==> config.mk <==
export PLATFORM = sky130hd
export DESIGN_NAME = led_pattern_engine
export DESIGN_NICKNAME = d
export VERILOG_FILES = /design/src/rtl/led_pkg.sv /design/src/rtl/led_pattern_engine_pwm.sv /design/src/rtl/led_pattern_engine.sv
export SDC_FILE = /design/constraint.sdc
export NUM_CORES = 1
export LEC_CHECK = 0
export ABC_AREA = 0
export BUFFER_PORTS_ARGS = -buffer_cell sky130_fd_sc_hd__clkbuf_2
export CAP_MARGIN = 10
export CORE_MARGIN = 1.5
export CORE_UTILIZATION = 55
export DETAILED_ROUTE_END_ITERATION = 6
export PLACE_DENSITY = 0.79
export RECOVER_POWER = 50
export SYNTH_ARGS = -nofsm -noshare
export SYNTH_HDL_FRONTEND = slang
export SYNTH_SLANG_ARGS = --single-unit
==> constraint.sdc <==
create_clock -name clk -period 2.4 [get_ports clk]
set_clock_uncertainty 0.05 [all_clocks]
set_input_delay 0 -clock clk [delete_from_list [all_inputs] [get_ports clk]]
set_output_delay 0 -clock clk [all_outputs]
set_load 0.02 [all_outputs]
==> src/rtl/led_pkg.sv <==
// led_pkg
// Shared definitions for the LED pattern engine:
//   - display mode encodings (DOT, BAR, BLINK, SCAN)
//   - clog2 helper used to size counters from parameters
//   - gen_pattern: maps (mode, enc, scan_pos, blink_phase) to an LED vector.
//     The result is 32 bits wide; callers truncate it to their LED count.
package led_pkg;

    localparam logic [1:0] MODE_DOT   = 2'd0;
    localparam logic [1:0] MODE_BAR   = 2'd1;
    localparam logic [1:0] MODE_BLINK = 2'd2;
    localparam logic [1:0] MODE_SCAN  = 2'd3;

    // Smallest r such that 2**r >= value. clog2(1) = 0.
    function automatic int clog2(input int value);
        int result;
        result = 0;
        for (int i = 0; i < 31; i++) begin
            if ((1 << i) < value) begin
                result = i + 1;
            end
        end
        return result;
    endfunction

    // enc must already be saturated to num_leds by the caller so that a
    // 32-bit compare here never loses information from a wide encoder.
    function automatic logic [31:0] gen_pattern(
        input logic [1:0]  mode,
        input logic [31:0] enc,
        input logic [31:0] scan_pos,
        input logic        blink_phase,
        input logic [31:0] num_leds
    );
        logic [31:0] dot;
        logic [63:0] bar;
        logic [31:0] result;
        dot    = (enc < num_leds) ? (32'd1 << enc) : 32'd0;
        // 64-bit shift so that a full 32-LED bar does not overflow.
        bar    = (64'd1 << ((enc < num_leds) ? enc : num_leds)) - 64'd1;
        result = 32'd0;
        case (mode)
            MODE_DOT:   result = dot;
            MODE_BAR:   result = 32'(bar);
            MODE_BLINK: result = blink_phase ? dot : 32'd0;
            MODE_SCAN:  result = 32'd1 << scan_pos;
            default:    result = 32'd0;
        endcase
        return result;
    endfunction

endpackage

==> src/rtl/led_pattern_engine_pwm.sv <==
// led_pwm
// Free-running PWM counter and registered duty gate.
// Ports:
//   clk, rst_n  - clock, asynchronous active-low reset
//   brightness  - duty level; 0 = never on, all-ones = always on
//   gate        - registered duty gate
module led_pwm #(
    parameter int PWM_BITS = 4
) (
    input  logic                clk,
    input  logic                rst_n,
    input  logic [PWM_BITS-1:0] brightness,
    output logic                gate
);

    logic [PWM_BITS-1:0] cnt;

    // Counter wraps naturally; all-ones brightness overrides the compare so
    // that the top duty level really is 100 % rather than (2**N-1)/2**N.
    always_ff @(posedge clk or negedge rst_n) begin
        if (!rst_n) begin
            cnt  <= '0;
            gate <= 1'b0;
        end else begin
            cnt  <= cnt + PWM_BITS'(1);
            gate <= (cnt < brightness) | (&brightness);
        end
    end

endmodule

==> src/rtl/led_pattern_engine.sv <==
// led_pattern_engine
// Drives NUM_LEDS LEDs from an encoder value in one of four display modes,
// re-latching the pattern on a programmable refresh tick and dimming with PWM.
// Ports:
//   clk, rst_n   - clock, asynchronous active-low reset
//   en           - enable switch; 0 clears the display state
//   enc          - encoder position
//   mode         - display mode (DOT, BAR, BLINK, SCAN)
//   brightness   - PWM duty level
//   leds         - registered LED drive
//   refresh_tick - one-cycle pulse at each refresh boundary
module led_pattern_engine #(
    parameter int NUM_LEDS       = 8,
    parameter int ENC_W          = 5,
    parameter int REFRESH_CYCLES = 200_000,
    parameter int BLINK_TICKS    = 125,
    parameter int PWM_BITS       = 4
) (
    input  logic                clk,
    input  logic                rst_n,
    input  logic                en,
    input  logic [ENC_W-1:0]    enc,
    input  logic [1:0]          mode,
    input  logic [PWM_BITS-1:0] brightness,
    output logic [NUM_LEDS-1:0] leds,
    output logic                refresh_tick
);

    import led_pkg::*;

    localparam int RW = clog2(REFRESH_CYCLES);
    localparam int TW = (BLINK_TICKS > 1) ? clog2(BLINK_TICKS) : 1;
    localparam int SW = clog2(NUM_LEDS);
    localparam int NW = clog2(NUM_LEDS + 1);
    localparam int CW = (ENC_W > NW) ? ENC_W : NW;

    localparam logic [RW-1:0] REF_LAST  = RW'(REFRESH_CYCLES - 1);
    localparam logic [TW-1:0] TICK_LAST = TW'(BLINK_TICKS - 1);
    localparam logic [SW-1:0] SCAN_LAST = SW'(NUM_LEDS - 1);
    localparam logic [CW-1:0] ENC_SAT   = CW'(NUM_LEDS);

    logic [RW-1:0]       ref_cnt;
    logic [TW-1:0]       tick_cnt;
    logic [SW-1:0]       scan_pos;
    logic                blink_phase;
    logic [NUM_LEDS-1:0] pattern_reg;
    logic [NUM_LEDS-1:0] pattern_next;
    logic [CW-1:0]       enc_wide;
    logic [CW-1:0]       enc_sat;
    logic                at_boundary;
    logic                pwm_gate;

    assign at_boundary = (ref_cnt == REF_LAST);

    // Saturating the encoder at NUM_LEDS keeps DOT empty and BAR full for any
    // out-of-range position, and lets the pattern function work at 32 bits.
    assign enc_wide     = CW'(enc);
    assign enc_sat      = (enc_wide >= ENC_SAT) ? ENC_SAT : enc_wide;
    assign pattern_next = NUM_LEDS'(gen_pattern(mode, 32'(enc_sat), 32'(scan_pos),
                                                blink_phase, 32'(NUM_LEDS)));

    // Refresh counter runs regardless of en, so the refresh timebase stays
    // aligned across enable toggles. refresh_tick rises at the same edge
    // where pattern_reg is loaded.
    always_ff @(posedge clk or negedge rst_n) begin
        if (!rst_n) begin
            ref_cnt      <= '0;
            refresh_tick <= 1'b0;
        end else begin
            refresh_tick <= at_boundary;
            ref_cnt      <= at_boundary ? '0 : ref_cnt + RW'(1);
        end
    end

    // Pattern latch and blink/scan timebase. en low takes priority over a
    // simultaneous tick-counter wrap so the display always restarts clean.
    // The pattern is built from the scan_pos/blink_phase values held before
    // this boundary's step.
    always_ff @(posedge clk or negedge rst_n) begin
        if (!rst_n) begin
            pattern_reg <= '0;
            tick_cnt    <= '0;
            blink_phase <= 1'b0;
            scan_pos    <= '0;
        end else if (!en) begin
            pattern_reg <= '0;
            tick_cnt    <= '0;
            blink_phase <= 1'b0;
            scan_pos    <= '0;
        end else if (at_boundary) begin
            pattern_reg <= pattern_next;
            if (tick_cnt == TICK_LAST) begin
                tick_cnt    <= '0;
                blink_phase <= ~blink_phase;
                scan_pos    <= (scan_pos == SCAN_LAST) ? '0 : scan_pos + SW'(1);
            end else begin
                tick_cnt <= tick_cnt + TW'(1);
            end
        end
    end

    led_pwm #(
        .PWM_BITS (PWM_BITS)
    ) u_pwm (
        .clk        (clk),
        .rst_n      (rst_n),
        .brightness (brightness),
        .gate       (pwm_gate)
    );

    // Output stage: pattern masked by the registered PWM gate.
    always_ff @(posedge clk or negedge rst_n) begin
        if (!rst_n) begin
            leds <= '0;
        end else if (!en) begin
            leds <= '0;
        end else begin
            leds <= pattern_reg & {NUM_LEDS{pwm_gate}};
        end
    end

endmodule

==> qor.csv, run 1 <==
stage,metric,value,unit
timing,Final Setup Violations,0,
critical_path,Setup crit end,tick_cnt[6]$_DFFE_PN0P_,
critical_path,worst-path cell chain,nand4bb_1 > nor4_2 > nand3_2 > inv_1 > buf_12 > nand4b_1 > a21boi_0,
route,DRC,0,
critical_path,Crit. path cell count,7,
placed_design,placer congestion estimate,0.9428,
critical_path,CP startpoint kind,flip-flop,
critical_path,Worst Path Max Fanout,18,
critical_path,Critical R2R Capture,tick_cnt[6]$_DFFE_PN0P_,
pwr,clock power share,37.2,%
grt,total gr overflow,0,
finish,fill cell count,391,
critical_path,CP Capture Type,flip-flop,
clock_network,CTS tree,yes,
grt,via count of the first global-routing pass,2036,
critical_path,Setup CP Type,reg2reg,
synthesis,Yosys cell types,45,
route,vias per inst,5.821,
clock_network,"Clk pin slew, worst setup/hold paths",90,ps
timing,"Slew Viols, Final",0,
critical_path,CP arrival,2350,ps
worst_hold_path,worst min path class,in2reg,
timing,RSZ-0062 raised after global routing,no,
grt,antenna violations before repair,0,
synthesis,Syn Nets,309,
placed_design,placed instance area,2872,um2
pwr,logic gate share of total power,6.1,%
critical_path,r2r setup slk,210,ps
pwr,Max IR drop VDD,0.3572,mV
finish,antenna cells,0,
placed_design,Post-DP HPWL,3680,um
die,die width,72.71,um
placed_design,placed cells,353,
clock_network,worst skew pair latency,290,ps
pwr,Pint,1.196,mW
route,drt initial violations,140,
timing,fin crit period,2194,ps
synthesis,Mapped Avg Cell Area,9.511,um2
pwr,Pwr per Cell Area,505.7,nW/um2
critical_path,worst r2r src,ref_cnt[6]$_DFF_PN0_,
timing,final hold vios,0,
route,routed via count,2113,
die,core area,4692,um2
finish,"commonest non-fill, non-tap cell in the layout",dfrtp_1,
die,Top Ports,23,
critical_path,family with the most delay on the worst path,simple AND/OR/NAND/NOR gates,
grt,GRT Util Overall,21.64,%
clock_network,H-tree depth,2,
synthesis,yosys warns,0,
clock_network,CTS max path bufs,2,
worst_hold_path,Hold Crit Start,brightness[3],
timing,Fmax achieved,455.8,MHz
finish,post-route insts no fill,363,
route,Total Wirelength,5124,um
finish,max reg flops,18,
placed_design,number of port buffers,22,
synthesis,post-synthesis sequential area ratio,47.75,%
timing,Total Neg Setup Slack,0,ps
run_status,status,completed,
die,Initial Util,56.96,%
job,total of max-cap violations,0,
synthesis,#FFs+latches synth,51,
critical_path,CP required,2560,ps
timing,actual slew at the worst max-slew pin,910.1,ps
timing,worst slew margin relative to its limit,39.33,%
grt,largest net degree at the start of global routing,39,
finish,Final Cell Area,2997,um2
clock_network,total CTS buffers,5,
grt,first-pass GRT wire length,8970,um
synthesis,Syn Std Cell Area,2673,um2
pwr,static leakage,1.379,nW
timing,fin crit share,91.41,%
timing,WHS,23.94,ps
pwr,sequential share of power,56.7,%
finish,area added between synthesis and finish,12.13,%
synthesis,Syn Inst Count,281,
pwr,Final Total Pwr,1.515,mW
finish,"commonest non-fill, non-tap cells in the layout","51 x dfrtp_1, 26 x nand2_1, 22 x o21ai_0, 21 x nand3_1",
critical_path,crit path launch,ref_cnt[6]$_DFF_PN0_,
die,Rows,25,
critical_path,FF-to-FF path depth,7,
critical_path,CP peak stage delay,460,ps
finish,multi-input logic area,1281,um2
die,die area,5287,um2
clock_network,# clock sinks,51,
route,Detail Route Antenna Nets,0,
pwr,Switch Pwr,0.3196,mW
route,WL/cell,14.12,um
clock_network,Root Buffer,clkbuf_8,
finish,share of layout cells above drive strength 1,9.385,%
pwr,Switching Fraction,21.09,%
critical_path,Bufs and invs on worst path,2,
route,1st-pass router iterations,4,
finish,nets,337,
finish,Reg area,1276,um2
critical_path,CP max-delay cell,dfrtp_1,
die,Vert. Die Dim,72.71,um
final cells by class:
type | instances | area share (%)
Timing Repair Buffer | 32 | 6.472
Sequential cell | 51 | 42.59
Clock inverter | 2 | 1.253
Inverter | 19 | 2.380
Clock buffer | 5 | 2.296
Tap cell | 54 | 2.255
Multi-Input combinational cell | 200 | 42.76
timing repair:
action,4_1_cts,5_1_grt
endpoints found under the hold margin,37,0
gates resized for setup,0,0
buffers inserted,0,0
hold buffers,3,0
kinds of logic (layout without fill, tap and decap cells):
family	count (synthesis)	after routing	share of synthesized area [%]
flops	51	51	47.75
buf+inv	30	58	4.307
compound gates	58	58	14.09
fa+ha+maj	14	14	6.554
mux	1	1	0.3745
simple gates	109	109	21.02
xor+xnor	18	18	5.899
layer usage:
layer	GRT usage, %	vias to the layer above	share of wire (%)
met2	34.05	50	47
li1	-	1044	-
met3	4.282	2	4.4
met1	30.51	1017	48
met4	6.289	0	0.53
met5	0	-	0
tightest hold or removal path, stage by stage:
cell and delay [ps]:
clkbuf_2 90, inv_1 50, ha_1 120, o21ai_0 70
power by group through the flow:
stage	logic [mW]	registers (mW)	clock network, mW
after detailed placement	0.0891	0.877	0
after CTS	0.0928	0.860	0.583
after global placement	0.0885	0.877	0
after floorplan	0.0452	0.877	0
final	0.0922	0.860	0.564
after global routing	0.106	0.860	0.612
metrics by stage:
step                      utilization, %  setup WS, ps
final                              63.87         206.2
after detailed placement           61.20         228.2
after CTS                          64.11         196.3
after global routing               63.87         3.859
after global placement             61.20         299.4
after floorplan                        -         491.1
synthesized netlist by cell type, drive strengths merged:
master,number,share of area (%)
o2bb2ai,1,0.33
xnor2,12,3.9
dfrtp,51,48
nand4bb,1,0.42
inv,19,2.7
and3b,1,0.33
and3,12,2.8
or4,1,0.28
nor4,4,1.2
and4,1,0.33
buf,2,0.37
nor2b,2,0.47
o22ai,2,0.47
a2111oi,1,0.33
nor3,6,1.1
nand4b,1,0.33
mux2i,1,0.37
nand3,22,4.3
nor2,19,2.7
or3,3,0.70
nand2b,2,0.47
a211oi,2,0.56
a221o,1,0.37
clkbuf,9,1.3
nand2,26,3.7
o211ai,2,0.56
nor4b,1,0.33
a21oi,6,1.1
o21ai,22,4.1
a221oi,2,0.66
a32o,1,0.37
a31oi,3,0.70
a41oi,1,0.33
a21boi,10,2.8
and2,3,0.70
a32oi,1,0.33
o211a,1,0.37
nand4,4,0.94
o31ai,1,0.28
xor2,6,2.0
ha,14,6.6
a2bb2o,1,0.37
how the worst min path moves through the flow:
stage                                      end  cells past startpoint
floorplan              blink_phase$_DFFE_PN0P_                      0
global placement             leds[6]$_DFF_PN0_                      1
detailed placement  pattern_reg[6]$_DFFE_PN0P_                      1
CTS                       u_pwm.gate$_DFF_PN0_                      4
global route              u_pwm.gate$_DFF_PN0_                      4
finish                    u_pwm.gate$_DFF_PN0_                      4
(Power assumes the default switching activity.)
==> run 2: changes to the inputs <==
clock period = 2.1 ns   (was 2.4 ns; I/O delays follow)
==> run 2 against run 1 <==
  * Clock-buffer cell count grew 1
  * Critical path depth is the same
  * Hold slack gained 4.9 ps
  * Utilization grew 2.0 points
  * Die area is the same
  * Combinational power grew 18%
  * First-iteration DRC count grew 37%
  * Fmax grew 9.5%
  * Register-to-register slack lost 110 ps
  * Worst setup slack lost 110 ps
  * Highest routed layer unchanged
==> qor.csv, run 2 (synthesis results as in run 1) <==
stage,metric,value,unit
run_status,status,completed,
critical_path,CP max-delay cell,dfrtp_1,
timing,Total Neg Setup Slack,0,ps
worst_hold_path,hold endpoint,u_pwm.gate$_DFF_PN0_,
die,die area,5287,um2
die,Top Ports,23,
critical_path,worst r2r src,ref_cnt[0]$_DFF_PN0_,
clock_network,H-tree depth,2,
die,Initial Util,56.96,%
grt,antenna violations before repair,0,
route,Total Wirelength,5453,um
critical_path,worst-path cell chain,ha_1 > nand2_1 > nor2_2 > buf_4 > nand4_1 > or3_1 > a21boi_1,
pwr,sequential share of power,54.4,%
critical_path,CP peak stage delay,450,ps
route,drt initial violations,192,
placed_design,Post-DP HPWL,3929,um
worst_hold_path,Hold Crit Start,brightness[3],
critical_path,r2r setup slk,100,ps
die,Vert. Die Dim,72.71,um
route,1st-pass router iterations,4,
critical_path,Worst Path Max Fanout,5,
timing,final setup margin,96.12,ps
job,total of max-cap violations,0,
die,core area,4692,um2
critical_path,CP Capture Type,flip-flop,
clock_network,worst skew pair latency,300,ps
timing,Fmax achieved,499.0,MHz
timing,worst slew margin relative to its limit,45.68,%
finish,max reg flops,18,
critical_path,Critical R2R Capture,scan_pos[0]$_DFFE_PN0P_,
critical_path,CP required,2280,ps
critical_path,FF-to-FF path depth,7,
pwr,Max IR drop VDD,0.4561,mV
timing,fin crit share,95.42,%
die,die width,72.71,um
grt,via count of the first global-routing pass,2063,
placed_design,dpl ws,15.06,ps
finish,Final Cell Area,3089,um2
clock_network,Root Buffer,clkbuf_8,
timing,"Slew Viols, Final",0,
route,routed via count,2118,
worst_hold_path,worst min path class,in2reg,
clock_network,total CTS buffers,5,
placed_design,placed instance area,2919,um2
grt,largest net degree at the start of global routing,35,
clock_network,CTS tree,yes,
clock_network,"Clk pin slew, worst setup/hold paths",90,ps
route,DRC,0,
timing,WHS,28.86,ps
placed_design,placer congestion estimate,0.9148,
critical_path,Setup CP Type,reg2reg,
timing,Final Setup Violations,0,
timing,actual slew at the worst max-slew pin,814.7,ps
timing,final hold vios,0,
finish,"commonest non-fill, non-tap cells in the layout","51 x dfrtp_1, 26 x nand2_1, 22 x nand3_1, 22 x o21ai_0, 19 x inv_1",
placed_design,number of port buffers,22,
critical_path,CP startpoint kind,flip-flop,
pwr,static leakage,1.435,nW
grt,first-pass GRT wire length,9321,um
route,WL/cell,14.58,um
finish,share of layout cells above drive strength 1,12.81,%
critical_path,CP arrival,2180,ps
grt,GRT Util Overall,22.44,%
finish,"commonest non-fill, non-tap cell in the layout",dfrtp_1,
pwr,clock power share,39.6,%
pwr,Switch Pwr,0.3951,mW
pwr,logic gate share of total power,6.0,%
pwr,Switching Fraction,21.86,%
clock_network,# clock sinks,51,
grt,total gr overflow,0,
timing,fin crit period,2004,ps
pwr,Pint,1.413,mW
finish,nets,347,
finish,antenna cells,0,
finish,area added between synthesis and finish,15.59,%
worst_hold_path,Hold Path Depth,4,
pwr,Pwr per Cell Area,585.2,nW/um2
die,Rows,25,
clock_network,CTS max path bufs,2,
route,Detail Route Antenna Nets,0,
route,vias per inst,5.663,
==> run 2: how the worst max path moves through the flow <==
stage / slack [ps] / cells past startpoint / endpoint / from
after CTS: 4 / 5 / tick_cnt[5]$_DFFE_PN0P_ / ref_cnt[7]$_DFF_PN0_
after detailed placement: 20 / 5 / tick_cnt[5]$_DFFE_PN0P_ / ref_cnt[7]$_DFF_PN0_
after global routing: -20 / 7 / scan_pos[0]$_DFFE_PN0P_ / ref_cnt[0]$_DFF_PN0_
after floorplan: 190 / 9 / pattern_reg[4]$_DFFE_PN0P_ / enc[4]
final: 100 / 7 / scan_pos[0]$_DFFE_PN0P_ / ref_cnt[0]$_DFF_PN0_
after global placement: 150 / 10 / pattern_reg[4]$_DFFE_PN0P_ / enc[4]
==> run 2: repair_timing <==
| item | in CTS | in global routing |
|---|---|---|
| resized for setup | 0 | 3 |
| endpoints found under the hold margin | 33 | 0 |
| hold buffers | 3 | 0 |
| buffers inserted | 0 | 1 |
| endpoints found under the setup margin | 0 | 11 |
==> run 2: final cells by class <==
cell class,count,area [um2]
Clock inverter,2,38.79
Inverter,19,71.32
Sequential cell,51,1276
Clock buffer,6,82.58
Fill cell,378,1603
Tap cell,54,67.56
Multi-Input combinational cell,201,1304
Timing Repair Buffer,41,249.0
==> run 2: metrics by stage <==
step	utilization, %	cells	total power, mW
3_5_place_dp	62.21	361	1.108
2_1_floorplan	-	281	1.054
3_3_place_gp	62.21	361	1.106
6_report	65.84	374	1.808
4_1_cts	65.44	372	1.817
5_1_grt	65.84	374	1.877
==> run 2: worst max-delay path, delay by kind of cell, from the launching register on <==
family | cells | cell delay (ps)
flops | 1 | 450
simple gates | 4 | 870
compound gates | 1 | 150
fa+ha+maj | 1 | 260
buf+inv | 1 | 160
==> run 2: metal layers <==
metal / wire length (um) / track usage, %
met1: 2554 / 29.71
met2: 2630 / 36.39
met3: 182 / 4.834
met4: 85 / 8.176
met5: 0 / 0
==> run 2: power by group through the flow <==
stage	combinational [mW]	sequential (mW)	clock, mW
final	0.109	0.983	0.716
after global routing	0.124	0.983	0.770
after CTS	0.110	0.983	0.725
after detailed placement	0.106	1.00	0
after global placement	0.104	1.00	0
after floorplan	0.0516	1.00	0
